File: src/rtl/mem_bus_arbiter.sv
// Arbitrates the shared single-port RAM between instruction fetch and load/store,
// running each access through a fixed wait-state sequence with a per-port ack.
module mem_bus_arbiter #(
  parameter int unsigned ADDR_W      = 32,
  parameter int unsigned DATA_W      = 32,
  parameter int unsigned WAIT_CYCLES = 1
) (
  input  logic              clk,
  input  logic              rst,
  input  logic              if_req,
  input  logic [ADDR_W-1:0] if_addr,
  output logic [DATA_W-1:0] if_rdata,
  output logic              if_ack,
  input  logic              mem_req,
  input  logic              mem_we,
  input  logic [ADDR_W-1:0] mem_addr,
  input  logic [DATA_W-1:0] mem_wdata,
  input  logic [3:0]        mem_be,
  output logic [DATA_W-1:0] mem_rdata,
  output logic              mem_ack,
  output logic              ram_en,
  output logic              ram_we,
  output logic [ADDR_W-1:0] ram_addr,
  output logic [DATA_W-1:0] ram_wdata,
  output logic [3:0]        ram_be,
  input  logic [DATA_W-1:0] ram_rdata,
  output logic              stallreq_if,
  output logic              stallreq_mem
);

  localparam int unsigned CNT_W = 4;

  typedef enum logic [1:0] {IDLE, ACCESS, DONE} state_t;
  typedef enum logic [1:0] {G_NONE, G_IF, G_MEM} grant_t;

  state_t             state;
  grant_t             grant;
  logic [CNT_W-1:0]   cnt;

  // Stall while a request is outstanding; the registered ack releases it.
  assign stallreq_if  = if_req && !if_ack;
  assign stallreq_mem = mem_req && !mem_ack;

  // Access sequencer: MEM wins in IDLE, a granted access always runs to completion.
  always_ff @(posedge clk or negedge rst) begin
    if (!rst) begin
      state     <= IDLE;
      grant     <= G_NONE;
      cnt       <= '0;
      if_ack    <= 1'b0;
      mem_ack   <= 1'b0;
      if_rdata  <= '0;
      mem_rdata <= '0;
      ram_en    <= 1'b0;
      ram_we    <= 1'b0;
      ram_addr  <= '0;
      ram_wdata <= '0;
      ram_be    <= 4'b0000;
    end else begin
      case (state)
        IDLE: begin
          if (mem_req) begin
            grant     <= G_MEM;
            ram_we    <= mem_we;
            ram_addr  <= mem_addr;
            ram_wdata <= mem_wdata;
            ram_be    <= mem_be;
            cnt       <= CNT_W'(WAIT_CYCLES);
            ram_en    <= 1'b1;
            state     <= ACCESS;
          end else if (if_req) begin
            grant     <= G_IF;
            ram_we    <= 1'b0;
            ram_addr  <= if_addr;
            ram_be    <= 4'b1111;
            cnt       <= CNT_W'(WAIT_CYCLES);
            ram_en    <= 1'b1;
            state     <= ACCESS;
          end
        end
        ACCESS: begin
          if (cnt == '0) begin
            ram_en <= 1'b0;
            ram_we <= 1'b0;
            if (grant == G_IF) begin
              if_rdata <= ram_rdata;
              if_ack   <= 1'b1;
            end else begin
              // Stores leave the load data register untouched.
              if (!ram_we) mem_rdata <= ram_rdata;
              mem_ack <= 1'b1;
            end
            state <= DONE;
          end else begin
            cnt <= cnt - CNT_W'(1);
          end
        end
        DONE: begin
          if_ack  <= 1'b0;
          mem_ack <= 1'b0;
          grant   <= G_NONE;
          state   <= IDLE;
        end
        default: state <= IDLE;
      endcase
    end
  end

endmodule

File: config.mk
export PLATFORM = sky130hd
export DESIGN_NAME = mem_bus_arbiter
export DESIGN_NICKNAME = d
export VERILOG_FILES = /design/src/rtl/mem_bus_arbiter.sv
export SDC_FILE = /design/constraint.sdc
export NUM_CORES = 1
export LEC_CHECK = 0
export BUFFER_PORTS_ARGS = -buffer_cell sky130_fd_sc_hd__buf_4
export CORE_MARGIN = 2
export CORE_UTILIZATION = 46
export DETAILED_ROUTE_END_ITERATION = 12
export PLACE_DENSITY_LB_ADDON = 0.3
export SLEW_MARGIN = 20
export SYNTH_ARGS = -nofsm -noshare
export SYNTH_HDL_FRONTEND = slang
export SYNTH_SLANG_ARGS = --single-unit
File: constraint.sdc
create_clock -name clk -period 2.9 [get_ports clk]
set_input_delay 0.58 -clock clk [delete_from_list [all_inputs] [get_ports clk]]
set_output_delay 0.58 -clock clk [all_outputs]
set_load 0.02 [all_outputs]
==> run summary <==
First-pass GRT wire length: 22.2 mm
Root Buffer: clkbuf_16
1st-iter DRT viols: 187
Cells after Synth: 422
CP arrival: 2.64 ns
Unrepaired setup endpoints after global routing: false
Placer Congestion: 0.806
Core Area: 12500 µm²
Initial antenna violation count: 0
DRC viols: 0
Post-DP HPWL: 10.9 mm
# IOs: 275
Initial Utilization: 46.6%
Final Cycle Share: 81.0%
Status: completed
Antenna-violating nets left: 0
Final TNS setup: 0 ns
Synthesized flop and latch total: 144
Die Width: 117 µm
Least-Margin Pin Slew: 0.676 ns
Final setup violation count: 0
Synth-to-layout area growth: 49.0%
Util after Layout: 69.4%
Placement Cell Area: 8050 µm²
Max Cap Violations: 0
Post-synth net total: 561
Drt via density: 5.04
Synth top area share: 61.8%
Wire length per cell: 17.1 µm
Startpoint Class: register
Ratio of cells with drive above 1 in the final layout: 58.5%
Setup Skew: 0.00524 ns
Share of flip-flops with an asynchronous set or reset: 100%
Total clock buffers created by CTS: 17
Grt total ovfl: 0
Met2 Wirelength: 7.62 mm
Inserted Diodes: 0
Via count: 4449
Total GRT Usage: 21.7%
Clock sink count: 144
Later-pin clock latency in the skew report: 0.42 ns
CP Launch Point: cnt[0]
Register area share after synthesis: 61.8%
Max Used Layer: met4
H-tree depth: 4
Die Y: 117 µm
Crit path required time: 3.19 ns
Routed wl met3: 1.42 mm
Vias in the first global route: 4482
WS Path Type: register to register
Met1 Routed Length: 5.73 mm
Crit end category: register
Core Rows: 41
LEAKAGE: 4.14 nW
Syn Area/Cell: 13.8 µm²
Total routed wirelength: 15.1 mm
Layout Nets: 836
Synth area leaders: dfrtp_1 62%, mux2_2 18%, a21oi_1 5.9%, mux2i_1 5.7%, buf_2 0.94%
F_max: 426 MHz
Clock transition at path regs: 0.06 ns
CTS tree: done
Buffer count from post-CTS setup fixing: 0
Post-cts sizing count: 0
Worst VDD drop: 711 µV
Crit path max fanout: 32
Final hold violations: 0
Distinct cells, synth: 30
Commonest non-fill, non-tap cell in the layout: buf_4
Cell Area, Synth: 5830 µm²
Yosys top cell by area: dfrtp_1
Full die area: 13600 µm²
Number of synthesis warnings: 0
Pin count of the biggest net entering global routing: 77
Most frequent cells in the layout: 281 x buf_4, 144 x dfrtp_1, 94 x mux2_2, 69 x a21oi_1, 33 x mux2i_1
Design area: 8680 µm²
Fin crit period: 2.35 ns
CTS Buffer Depth: 2
Max-slew violations: 0
Rel. slew slack: 54.9%
Hold Buf Count CTS: 0
Main synth FF type: dfrtp_1
PwrDens: 1240 nW/µm²
IO buf count: 274
Reg2reg start: cnt[0]
DRT Pass-1 Iters: 4
Hold crit path type: primary input to async pin
Post-synth EDFFs: 0
## synthesized netlist by cell type, types with 2 or more instances
cell type,n
dfrtp_1,144
mux2_2,94
a21oi_1,69
mux2i_1,33
buf_2,11
clkbuf_1,11
inv_1,8
nand2_1,6
nor3_1,6
o21ai_0,5
nor2b_1,4
buf_6,3
o22a_1,3
a22oi_1,2
a31o_2,2
and2_1,2
buf_1,2
ha_1,2
mux2_1,2
nor2_1,2
or2_2,2
## state kept, by name, summed over array words and instances, names as in the netlist
register / flops
if_rdata: 32
mem_rdata: 32
ram_addr: 32
ram_wdata: 32
cnt: 4
ram_be: 4
grant: 2
state: 2
if_ack: 1
mem_ack: 1
ram_en: 1
ram_we: 1
## power breakdown
part,internal (W),switching (W)
clock,0.00150,0.000798
sequential,0.00303,0.000597
combinational,0.00228,0.00257
total,0.00682,0.00397
## final timing paths
path / slack [ns] / endpoint / cells past startpoint
max in group asynchronous: 2.08 / ram_addr[12] / 2
min: 0.05 / ram_addr[27] / 1
max: 0.55 / mem_rdata[19] / 6
min in group clk: 0.38 / ram_be[0] / 2
max reg2reg: 0.55 / mem_rdata[19] / 6
min reg2reg: 0.50 / mem_rdata[7] / 1
## cell type report
class                   instances  area [µm²]
clock buffers                  22         474
fillers                       926        3830
repair buffers                283        2140
flip-flops and latches        144        3600
clock inverters                10         158
inverters                       8        30.0
multi-input cells             243        2060
well taps                     172         215
## logic make-up after synthesis
group | after synthesis | share of synthesized area (%)
AO/OA/AOI/OAI | 84 | 7.77
adder cells (fa/ha/maj) | 2 | 0.429
buffers and inverters | 35 | 2.88
flip-flops | 144 | 61.8
multiplexers | 129 | 24.2
AND/OR/NAND/NOR | 28 | 2.90
## critical path, stage by stage (launching register included)
cell and delay (ns):
dfrtp_1 0.39, inv_1 0.12, ha_1 0.22, or3b_4 0.41, nor4_4 0.25, buf_4 0.42, mux2_2 0.40
## through the flow
| stage | instances | setup slack (ns) | hold WS (ns) | power, W |
|---|---|---|---|---|
| final | 882 | 0.550 | 0.0502 | 0.0108 |
| after detailed placement | 850 | 0.547 | 0.491 | 0.00854 |
| after global routing | 882 | 0.379 | 0.0604 | 0.0114 |
| after floorplan | 422 | 0.752 | 0.284 | 0.00634 |
| after global placement | 850 | 0.662 | 0.472 | 0.00836 |
| after CTS | 882 | 0.530 | 0.0469 | 0.0109 |
## per-layer routing
| metal | global-route usage [%] | vias up |
|---|---|---|
| met2 | 37.8 | 203 |
| met4 | 8.78 | 0 |
| met3 | 7.21 | 23 |
| met5 | 0 | - |
| met1 | 24.6 | 2169 |
| li1 | - | 2054 |
Note: power is estimated with default switching activity, not from simulation.
